==> config.mk <==
export PLATFORM = sky130hd
export DESIGN_NAME = keycode_tracker
export DESIGN_NICKNAME = d
export VERILOG_FILES = /design/src/rtl/keycode_tracker.sv
export SDC_FILE = /design/constraint.sdc
export NUM_CORES = 1
export LEC_CHECK = 0
export BUFFER_PORTS_ARGS = -buffer_cell sky130_fd_sc_hd__buf_4
export CORE_MARGIN = 2
export CORE_UTILIZATION = 56
export DETAILED_ROUTE_END_ITERATION = 10
export PLACE_DENSITY_LB_ADDON = 0.12
export SYNTH_ARGS = -nofsm -noshare
export SYNTH_HDL_FRONTEND = slang
export SYNTH_SLANG_ARGS = --single-unit
==> constraint.sdc <==
create_clock -name frame_clk -period 4.1 [get_ports frame_clk]
set_clock_uncertainty 0.15 [all_clocks]
set_input_delay 0.82 -clock frame_clk [delete_from_list [all_inputs] [get_ports frame_clk]]
set_output_delay 0.82 -clock frame_clk [all_outputs]
set_load 0.1 [all_outputs]
==> src/rtl/keycode_tracker.sv <==
// keycode_tracker: queues HID key press/release events and maintains a
// compacted, duplicate-free array of currently held keys (slot 0 = oldest).
// A small event FIFO decouples the producer from a scan/shift FSM that
// applies one event at a time; the slot array itself is the registered
// output, so the frame-rate consumer always sees a consistent snapshot.
module keycode_tracker #(
    parameter int FIFO_DEPTH = 4,
    parameter int NUM_SLOTS  = 6,
    parameter int KEY_W      = 8
) (
    input  logic             frame_clk,
    input  logic             Reset,
    input  logic             ev_valid,
    output logic             ev_ready,
    input  logic [KEY_W-1:0] ev_code,
    input  logic             ev_press,
    input  logic             clear_all,
    output logic [KEY_W-1:0] keycode [0:NUM_SLOTS-1],
    output logic [2:0]       key_count,
    output logic             overflow,
    output logic             busy
);

    localparam int PTR_W = $clog2(FIFO_DEPTH);
    localparam int LVL_W = PTR_W + 1;
    localparam logic [LVL_W-1:0] FULL_LVL  = LVL_W'(FIFO_DEPTH);
    localparam logic [2:0]       SLOTS_MAX = 3'(NUM_SLOTS);
    // Codes 0x00..0x03 are "no key" and HID error indications, never real keys.
    localparam logic [KEY_W-1:0] FIRST_KEY = KEY_W'(4);

    typedef enum logic [1:0] {
        ST_IDLE  = 2'd0,
        ST_SCAN  = 2'd1,
        ST_SHIFT = 2'd2
    } state_t;

    // Event queue storage
    logic [KEY_W-1:0] r_fifo_code  [0:FIFO_DEPTH-1];
    logic             r_fifo_press [0:FIFO_DEPTH-1];
    logic [PTR_W-1:0] r_wr_ptr;
    logic [PTR_W-1:0] r_rd_ptr;
    logic [LVL_W-1:0] r_level;

    // FSM and slot array state
    state_t           r_state;
    logic [KEY_W-1:0] r_cur_code;
    logic             r_cur_press;
    logic [2:0]       r_idx;
    logic [KEY_W-1:0] r_slot [0:NUM_SLOTS-1];
    logic [2:0]       r_count;
    logic             r_overflow;

    // Combinational controls
    state_t           w_state_nxt;
    logic [2:0]       w_idx_nxt;
    logic [2:0]       w_idx_p1;
    logic             w_push;
    logic             w_pop;
    logic             w_ins;
    logic             w_ovf_set;
    logic             w_shift_move;
    logic             w_shift_done;
    logic [KEY_W-1:0] w_head_code;
    logic [KEY_W-1:0] w_slot_at_idx;
    logic [KEY_W-1:0] w_slot_above;

    assign ev_ready    = (r_level < FULL_LVL) & ~clear_all;
    assign w_push      = ev_valid & ev_ready;
    assign w_head_code = r_fifo_code[r_rd_ptr];
    assign w_idx_p1    = r_idx + 3'd1;

    assign keycode   = r_slot;
    assign key_count = r_count;
    assign overflow  = r_overflow;
    assign busy      = (r_state != ST_IDLE) | (r_level != '0);

    // Select the slot under the scan index and the one just above it.
    always_comb begin
        w_slot_at_idx = '0;
        w_slot_above  = '0;
        for (int i = 0; i < NUM_SLOTS; i++) begin
            w_slot_at_idx = (r_idx    == 3'(i)) ? r_slot[i] : w_slot_at_idx;
            w_slot_above  = (w_idx_p1 == 3'(i)) ? r_slot[i] : w_slot_above;
        end
    end

    // Next-state and slot-update decisions for the scan/shift FSM.
    always_comb begin
        w_state_nxt  = r_state;
        w_idx_nxt    = r_idx;
        w_pop        = 1'b0;
        w_ins        = 1'b0;
        w_ovf_set    = 1'b0;
        w_shift_move = 1'b0;
        w_shift_done = 1'b0;
        case (r_state)
            ST_IDLE: begin
                if (r_level != '0) begin
                    w_pop     = 1'b1;
                    w_idx_nxt = 3'd0;
                    if (w_head_code < FIRST_KEY) begin
                        w_state_nxt = ST_IDLE;
                    end else begin
                        w_state_nxt = ST_SCAN;
                    end
                end else begin
                    w_state_nxt = ST_IDLE;
                end
            end
            ST_SCAN: begin
                if (r_idx == r_count) begin
                    // Walked past every held key without a match.
                    if (r_cur_press) begin
                        if (r_count < SLOTS_MAX) begin
                            w_ins = 1'b1;
                        end else begin
                            w_ovf_set = 1'b1;
                        end
                    end else begin
                        w_ins = 1'b0;
                    end
                    w_state_nxt = ST_IDLE;
                end else if (w_slot_at_idx == r_cur_code) begin
                    if (r_cur_press) begin
                        w_state_nxt = ST_IDLE;
                    end else begin
                        w_state_nxt = ST_SHIFT;
                    end
                end else begin
                    w_idx_nxt = w_idx_p1;
                end
            end
            ST_SHIFT: begin
                if (w_idx_p1 < r_count) begin
                    w_shift_move = 1'b1;
                    w_idx_nxt    = w_idx_p1;
                end else begin
                    w_shift_done = 1'b1;
                    w_state_nxt  = ST_IDLE;
                end
            end
            default: begin
                w_state_nxt = ST_IDLE;
                w_idx_nxt   = 3'd0;
            end
        endcase
    end

    // Event queue: write on accepted push, advance read on FSM pop.
    always_ff @(posedge frame_clk or posedge Reset) begin
        if (Reset) begin
            r_wr_ptr <= '0;
            r_rd_ptr <= '0;
            r_level  <= '0;
            for (int i = 0; i < FIFO_DEPTH; i++) begin
                r_fifo_code[i]  <= '0;
                r_fifo_press[i] <= 1'b0;
            end
        end else if (clear_all) begin
            r_wr_ptr <= '0;
            r_rd_ptr <= '0;
            r_level  <= '0;
        end else begin
            if (w_push) begin
                r_fifo_code[r_wr_ptr]  <= ev_code;
                r_fifo_press[r_wr_ptr] <= ev_press;
                r_wr_ptr               <= r_wr_ptr + PTR_W'(1);
            end else begin
                r_wr_ptr <= r_wr_ptr;
            end
            if (w_pop) begin
                r_rd_ptr <= r_rd_ptr + PTR_W'(1);
            end else begin
                r_rd_ptr <= r_rd_ptr;
            end
            case ({w_push, w_pop})
                2'b10:   r_level <= r_level + LVL_W'(1);
                2'b01:   r_level <= r_level - LVL_W'(1);
                default: r_level <= r_level;
            endcase
        end
    end

    // FSM state, scan index and the event currently being applied.
    always_ff @(posedge frame_clk or posedge Reset) begin
        if (Reset) begin
            r_state     <= ST_IDLE;
            r_idx       <= 3'd0;
            r_cur_code  <= '0;
            r_cur_press <= 1'b0;
        end else if (clear_all) begin
            r_state     <= ST_IDLE;
            r_idx       <= 3'd0;
            r_cur_code  <= '0;
            r_cur_press <= 1'b0;
        end else begin
            r_state <= w_state_nxt;
            r_idx   <= w_idx_nxt;
            if (w_pop) begin
                r_cur_code  <= w_head_code;
                r_cur_press <= r_fifo_press[r_rd_ptr];
            end else begin
                r_cur_code  <= r_cur_code;
                r_cur_press <= r_cur_press;
            end
        end
    end

    // Slot array, count and sticky overflow. A shift step moves the upper
    // neighbour down and clears its old place in the same edge, so no
    // intermediate state ever holds the same key twice.
    always_ff @(posedge frame_clk or posedge Reset) begin
        if (Reset) begin
            r_count    <= 3'd0;
            r_overflow <= 1'b0;
            for (int i = 0; i < NUM_SLOTS; i++) begin
                r_slot[i] <= '0;
            end
        end else if (clear_all) begin
            r_count    <= 3'd0;
            r_overflow <= 1'b0;
            for (int i = 0; i < NUM_SLOTS; i++) begin
                r_slot[i] <= '0;
            end
        end else begin
            for (int i = 0; i < NUM_SLOTS; i++) begin
                if (w_ins && (r_count == 3'(i))) begin
                    r_slot[i] <= r_cur_code;
                end else if (w_shift_move && (r_idx == 3'(i))) begin
                    r_slot[i] <= w_slot_above;
                end else if ((w_shift_move && (w_idx_p1 == 3'(i))) ||
                             (w_shift_done && (r_idx == 3'(i)))) begin
                    r_slot[i] <= '0;
                end else begin
                    r_slot[i] <= r_slot[i];
                end
            end
            if (w_ins) begin
                r_count <= r_count + 3'd1;
            end else if (w_shift_done) begin
                r_count <= r_count - 3'd1;
            end else begin
                r_count <= r_count;
            end
            r_overflow <= r_overflow | w_ovf_set;
        end
    end

endmodule

# Yosys cells after proc, flatten, opt, wreduce, memory -nomap -nowiden
# Index checks and enable logic that the tools add are counted.
# classes
add_sub_neg	7
n_lt_le_gt_ge	7
n_eq_ne	27
n_mux	85
bitwise	7
n_reduce_logical	50
# ops
op	n
$mux 8	35
$mux 48	1
$bwmux 32	1
$mux 3	9
$logic_and 1x1->1	25
$reduce_bool 4->1	6
$mux 1	21
$mux 2	10
$eq 3x2->1 const B	6
$eq 3x3->1 const B	6
$bmux 8 s2	1
$demux 8 s2	1
$ne 3x3->1 const B	5
$add 3x1->3 const B	3
$eq 3x1->1 const B	3
$logic_not 3->1	3
$pmux 3 s3	1
$reduce_bool 3->1	3
$eq 8x8->1	1
$lt 8x3->1 const B	1
$ge 3x3->1 const B	2
$logic_or 1x1->1	6
$lt 3x3->1 const B	2
$not 2->3	2
other kinds (20)	29
# totals
regBits	109
inputBits	13
out_inout_bits	54
wordCells	206

# Depth between registers and ports, before layout
# Gate-level depths: netlist (run 1).
# logic_depth
word_depth	12
mapped_depth	12

# Worst setup path after synthesis (run 1)
# Ideal clock, no wire load.
# synth_timing
kind	input port to output port
start	input clear_all
end	output ev_ready
t_arrival_ps	2679
t_required_ps	3130
setup_slack_ps	451
stages	4
n_path_buf	3
cell_sequence	clkbuf_1 clkbuf_1 buf_1 nor2_1
# synth_between
elab_chain_cells	2
# synth_rtl
element	line_no	source
start, declared	17	input logic clear_all,
$not 1->1 (no source line)	--	
$and 1x1->1	67	assign ev_ready = (r_level < FULL_LVL) & ~clear_all;
end, declared	14	output logic ev_ready,
# No other way between the ends.

# Worst setup path after layout (run 1)
# layout_timing
start	register r_idx[0]
end	register r_state[1]
# layout_between
elab_chain_cells	10
word_cells_on_any_way	22
# layout_rtl
element	line_no	source
start, declared	48	logic [2:0] r_idx;
start signal, assigned	198	r_idx <= w_idx_nxt;
$logic_not 3->1	82	w_slot_at_idx = (r_idx == 3'(i)) ? r_slot[i] : w_slot_at_idx;
$mux 8 (6 in a row)	82	
$eq 8x8->1	123	end else if (w_slot_at_idx == r_cur_code) begin
$ne 4x4->1 (no source line)	--	
$reduce_and 2->1 (no source line)	--	
end signal, assigned	197	r_state <= w_state_nxt;
end, declared	45	state_t r_state;
# Parallel ways exist; a longest one is shown, timed or not.
# A chain may end at the register's enable or synchronous reset.

==> impl_metrics.tcl, run 1 <==
set metrics [dict create \
    hold_path_class "reg2reg" \
    fin_crit_sh_pct 89.8 \
    rows 39 \
    p_comb_share_pct 37.3 \
    synth.avg_cell_area_um2 9.48 \
    setup_violations 0 \
    worst_ep_arrival_time_ns 3.83 \
    critPathRequiredTime_ns 4.25 \
    cts_tree "built" \
    vias 5796 \
    grt_pass1_vias 5692 \
    switching_share_pct 40.5 \
    seqPwrFrac_pct 40.9 \
    fp.dieH_um 113 \
    syn_nets 742 \
    cts-resized-gates 0 \
    power_switching_mw 1.60 \
    r2r_slack_ns 0.42 \
    hold_viol 0 \
    p_leak_nw 3.25 \
    core_area_mm2 0.0116 \
    synth-compound-area-share_pct 21.6 \
    fin_area_mm2 0.00752 \
    drtPass1Iterations 6 \
    drc 0 \
    rsz0062_at_grt "false" \
    place.gp.congestion 0.914 \
    path_class "reg2reg" \
    wl_um 18900 \
    wl_met2_um 9160 \
    clock.fmax_mhz 272 \
    ys.warnings.count 0 \
    synth_edf_count 0 \
    grt_pass1_wl_um 30300 \
    critPathCaptureType "register" \
    p_int_mw 2.34 \
    nFillCells 946 \
    m1WireLength_um 7810 \
    ys_seq_area_share_pct 40.7 \
    clock_path_buffers 2 \
    fin_crit_ns 3.68 \
    ctsHoldBuffers 0 \
    cts_buffers 9 \
    place_area_mm2 0.00723 \
    initial_core_util_pct 57.9 \
    drive_gt1_share_pct 19.5 \
    ys_ff_latch 109 \
    synth_mux_area_share_pct 9.38 \
    grt-ovfl-total 0 \
    pwr-share-clk_pct 21.8 \
    wl_met3_um 1440 \
    crit_fanout 20 \
    clock_latency_ns 0.36 \
    netlist_instances 706 \
    cts.sinks 109 \
    async_reset_ff_share_pct 100 \
    drt-vias-per-instance 6.55 \
    final_antenna_net_count 0 \
    synthXorXnorAreaFrac_pct 1.57 \
    clkSlewWorstSetupHoldPaths_ns 0.08 \
    grt_usage_pct 30.4 \
    ios 67 \
    clockRootBuffer "clkbuf_16" \
    h-tree-depth 3 \
    ys_types 61 \
    antenna_found_initial 0 \
    relSlewSlack_pct 19.1 \
    synth_top_family_by_area "compound AO/OA/AOI/OAI gates" \
    diodes 0 \
    wire_per_inst_um 21.4 \
    max_cap_viol_count 0 \
    maxSlewViolCount 0 \
    die_x_um 113 \
    powerDensity_mw_per_mm2 523 \
    final_nets 773 \
    status "completed" \
    die_area_mm2 0.0128 \
    critical_path.startpoint_type "register" \
    post-cts-setup-buffers 0 \
    synthSimpleGateAreaFrac_pct 17.0 \
    netlist_area_mm2 0.00669 \
    fin_tns_setup_ns 0 \
    port_buffers 66 \
    areaGrowthSynthToFinish_pct 12.4 \
    drt-initial-drc-count 730 \
    p_total_mw 3.93 \
    grt_max_degree 77 \
    worst_pin_slew_ns 1.21 \
    ir_worst_vdd_uv 471 \
    dp_hpwl_um 13700 \
    utilization_pct 65.1 \
    synth-main-ff-cell "dfrtp_1" \
    synthAdderAreaFrac_pct 4.41 \
    maxUsedRoutingLayer "met4" \
]
metal layers:
metal  up-vias  track usage (%)
li1       2669                -
met1      2809             39.8
met2       269             49.7
met3        49             6.43
met4         0             12.0
met5         -                0
cell usage in the layout (no fill, tap or decap), types with 15 or more instances in the layout:
| master | instances |
|---|---|
| nand2_1 | 78 |
| o2bb2ai_1 | 20 |
| nor2_1 | 33 |
| a21oi_1 | 42 |
| buf_4 | 78 |
| mux2_2 | 36 |
| nor2b_1 | 15 |
| a22oi_1 | 43 |
| ha_1 | 22 |
| dfrtp_1 | 109 |
| inv_1 | 28 |
| nor3_1 | 18 |
| o21ai_0 | 26 |
cells in the mapped netlist, drive strengths merged (8+ instances only):
cell type / number / area [um2]
o2bb2ai: 20 / 175
nand3: 9 / 45.0
a21oi: 42 / 210
buf: 16 / 87.6
nor2: 33 / 124
nand2: 78 / 293
a211oi: 14 / 105
nor2b: 15 / 93.8
mux4: 9 / 203
mux2: 36 / 405
a22oi: 43 / 323
a221oi: 10 / 87.6
nand3b: 14 / 105
nor3: 18 / 90.1
a211o: 8 / 70.1
clkbuf: 43 / 161
o22ai: 8 / 50.1
o21ai: 28 / 140
inv: 29 / 109
dfrtp: 109 / 2730
and3: 14 / 87.6
ha: 22 / 275
final cells by class:
class / count / area, um2 / share of cell area (%)
timing repair buffer: 79 / 606 / 8.05
clock buffer: 9 / 225 / 2.99
multi-input combinational: 509 / 3610 / 48.0
tap: 143 / 179 / 2.38
inverter: 29 / 111 / 1.48
clock inverter: 7 / 66.3 / 0.881
sequential: 109 / 2730 / 36.3
flip-flops by register name (all words and copies together), names as in the netlist, 3 cells and up:
name,cells
r_fifo_press,4
key_count,3
r_fifo_code,32
r_cur_code,8
r_level,3
keycode,48
r_idx,3
power by group through the flow:
stage | Clock (mW) | Combinational [mW] | Sequential, mW
4_1_cts | 0.875 | 1.46 | 1.59
5_1_grt | 0.918 | 1.59 | 1.64
3_3_place_gp | 0 | 1.42 | 1.59
2_1_floorplan | 0 | 1.20 | 1.47
6_report | 0.858 | 1.47 | 1.61
3_5_place_dp | 0 | 1.45 | 1.61
critical path: stages (launching register included):
cell and delay [ns]:
dfrtp_1 0.46, inv_1 0.12, ha_1 0.46, o21ai_1 0.62, a21boi_0 0.31, o311a_1 0.18, nand4_1 0.12, or4_4 0.60
or4_1 0.50, nand3_1 0.08
through the flow:
stage	std cells	setup WS [ns]	hold WS, ns
6_report	885	0.417	0.346
5_1_grt	885	0.216	0.378
4_1_cts	885	0.467	0.354
3_5_place_dp	869	0.495	0.338
3_3_place_gp	869	0.598	0.330
2_1_floorplan	706	0.256	0.325
worst paths after layout:
kind / startpoint / cells after the start / end
setup / recovery: r_idx[0]$_DFFE_PP0P_ / 9 / r_state[1]$_DFFE_PP0P_
hold / removal: overflow$_DFF_PP0_ / 1 / overflow$_DFF_PP0_
setup reg to reg: r_idx[0]$_DFFE_PP0P_ / 9 / r_state[1]$_DFFE_PP0P_
hold reg to reg: overflow$_DFF_PP0_ / 1 / overflow$_DFF_PP0_
max in group asynchronous: Reset / 3 / r_fifo_code[31]$_DFFE_PP0P_
min in group asynchronous: Reset / 2 / r_cur_code[4]$_DFFE_PP0P_
cells by family after synthesis:
logic type / after synthesis
compound gates: 207
xor+xnor: 12
fa+ha+maj: 23
buf+inv: 88
flops: 109
mux: 47
simple gates: 220
Note: power is estimated with default switching activity, not from simulation.
==> run 2: changes to the inputs <==
--- a/config.mk
+++ b/config.mk
@@ -9,7 +9,7 @@
 export CORE_MARGIN = 2
 export CORE_UTILIZATION = 56
 export DETAILED_ROUTE_END_ITERATION = 10
-export PLACE_DENSITY_LB_ADDON = 0.12
+export PLACE_DENSITY = 0.86
 export SYNTH_ARGS = -nofsm -noshare
 export SYNTH_HDL_FRONTEND = slang
 export SYNTH_SLANG_ARGS = --single-unit
==> run 2 against run 1 <==
Fmax grew 7.2%. Via count grew 2.9%. Die area is the same. Wire length grew 0.65%. Clock power shrank 0.8%. Largest power group unchanged. Hold slack gained 0.014 ns. Register-to-register slack gained 0.25 ns. Critical path depth grew 1.
==> impl_metrics.tcl, run 2 (synthesis gave the netlist of run 1 again) <==
set metrics [dict create \
    status "completed" \
    nFillCells 949 \
    h-tree-depth 3 \
    hold_path_class "reg2reg" \
    grt-ovfl-total 0 \
    port_buffers 66 \
    reg2reg_depth 10 \
    maxSlewViolCount 0 \
    pre_cts_ws_ns 0.707 \
    die_x_um 113 \
    critical_path.startpoint_type "register" \
    initial_core_util_pct 57.9 \
    grt_pass1_wl_um 30100 \
    core_area_mm2 0.0116 \
    switching_share_pct 40.7 \
    final_cell_mix "dfrtp_1, buf_4, nand2_1" \
    cts_tree "built" \
    fin_hold_ws_ns 0.360 \
    clock_path_buffers 2 \
    grt_usage_pct 29.8 \
    clkSlewWorstSetupHoldPaths_ns 0.08 \
    p_int_mw 2.34 \
    fin_tns_setup_ns 0 \
    drive_gt1_share_pct 19.8 \
    fp.dieH_um 113 \
    ctsHoldBuffers 0 \
    rows 39 \
    antenna_found_initial 0 \
    grt_max_degree 57 \
    hold_viol 0 \
    ios 67 \
    cts_buffers 9 \
    wl_um 19000 \
    setup_slack_ns 0.665 \
    rsz0062_at_grt "false" \
    min_to "overflow$_DFF_PP0_" \
    vias 5965 \
    final_nets 776 \
    cts.sinks 109 \
    relSlewSlack_pct 17.8 \
    drt-vias-per-instance 6.72 \
    r2r-end "r_state[1]$_DFFE_PP0P_" \
    max_stage_delay_ns 0.60 \
    drt-initial-drc-count 597 \
    crit_fanout 13 \
    r2r_slack_ns 0.66 \
    diodes 0 \
    areaGrowthSynthToFinish_pct 12.6 \
    crit_chain "ha_1 -> ha_1 -> buf_4 -> or2_1 -> a211o_1 -> a311oi_1 -> nand4_1 -> or4_4 -> or4_1 -> nand3_1" \
    setup_violations 0 \
    post-cts-setup-buffers 0 \
    pwr-share-clk_pct 21.6 \
    cp-startpoint "r_idx[0]$_DFFE_PP0P_" \
    critPathCaptureType "register" \
    p_comb_share_pct 37.6 \
    fin_crit_ns 3.44 \
    clock.fmax_mhz 291 \
    fin_crit_sh_pct 83.8 \
    drc 0 \
    p_leak_nw 3.26 \
    wire_per_inst_um 21.5 \
    largest_reg_flops 48 \
    worst_pin_slew_ns 1.23 \
    power_switching_mw 1.60 \
    min_from "overflow$_DFF_PP0_" \
    grt_pass1_vias 5731 \
    critPathRequiredTime_ns 4.25 \
    final_antenna_net_count 0 \
    seqPwrFrac_pct 40.7 \
    die_area_mm2 0.0128 \
    path_class "reg2reg" \
    max_cap_viol_count 0 \
    timing.rr.start "r_idx[0]$_DFFE_PP0P_" \
    cts-resized-gates 0 \
    powerDensity_mw_per_mm2 522 \
    layout.cells.most_common "dfrtp_1" \
    worst_ep_arrival_time_ns 3.59 \
    clockRootBuffer "clkbuf_16" \
    drtPass1Iterations 7 \
    hold_depth 1 \
    place.gp.congestion 0.992 \
    ir_worst_vdd_uv 357 \
    clock_latency_ns 0.36 \
    crit_path_frequent_cell "ha_1" \
    dp_hpwl_um 13500 \
    slowest_stage "or4_4" \
]
==> run 2: metrics by stage <==
step | cell area (um2) | power (mW) | cells | utilization, %
final | 7540 | 3.94 | 887 | 65.2
after global routing | 7540 | 4.13 | 887 | 65.2
after CTS | 7540 | 3.92 | 887 | 65.2
after detailed placement | 7250 | 3.07 | 872 | 62.7
after global placement | 7250 | 3.00 | 872 | 62.7
after floorplan | 6690 | 2.67 | 706 | -
==> run 2: worst max path at each step <==
| stage | depth (start not counted) | end | slack (ns) |
|---|---|---|---|
| 6_report | 10 | r_state[1]$_DFFE_PP0P_ | 0.66 |
| 5_1_grt | 10 | keycode[7]$_DFFE_PP0P_ | 0.50 |
| 4_1_cts | 10 | r_state[1]$_DFFE_PP0P_ | 0.69 |
| 3_5_place_dp | 10 | r_state[1]$_DFFE_PP0P_ | 0.71 |
| 3_3_place_gp | 10 | r_state[1]$_DFFE_PP0P_ | 0.74 |
| 2_1_floorplan | 1 | key_count[0]$_DFFE_PP0P_ | 0.26 |
==> run 2: final cells by class <==
class	count	area, um2	share of cell area [%]
tap	143	179	2.37
timing repair buffer	82	628	8.33
clock inverter	6	56.3	0.747
clock buffer	9	225	2.99
inverter	29	111	1.48
sequential	109	2730	36.2
multi-input combinational	509	3610	47.9
==> run 2: critical path: cells and delay by family (launching register included) <==
kind	cells	cell delay, ns
compound gates	2	0.52
fa+ha+maj	2	0.41
buf+inv	1	0.18
flops	1	0.47
simple gates	5	1.63
==> run 2: per-layer routing <==
layer / routed length (um) / part of all wire [%] / global-route usage (%)
met1: 7760 / 41 / 40.1
met2: 9140 / 48 / 48.9
met3: 1620 / 8.5 / 5.14
met4: 531 / 2.8 / 10.5
met5: 0 / 0 / 0
==> run 2: power groups by stage <==
stage | combinational, mW | sequential (mW) | clock (mW)
6_report | 1.48 | 1.60 | 0.851
5_1_grt | 1.60 | 1.63 | 0.901
4_1_cts | 1.47 | 1.59 | 0.858
3_5_place_dp | 1.46 | 1.61 | 0
3_3_place_gp | 1.42 | 1.58 | 0
2_1_floorplan | 1.20 | 1.47 | 0
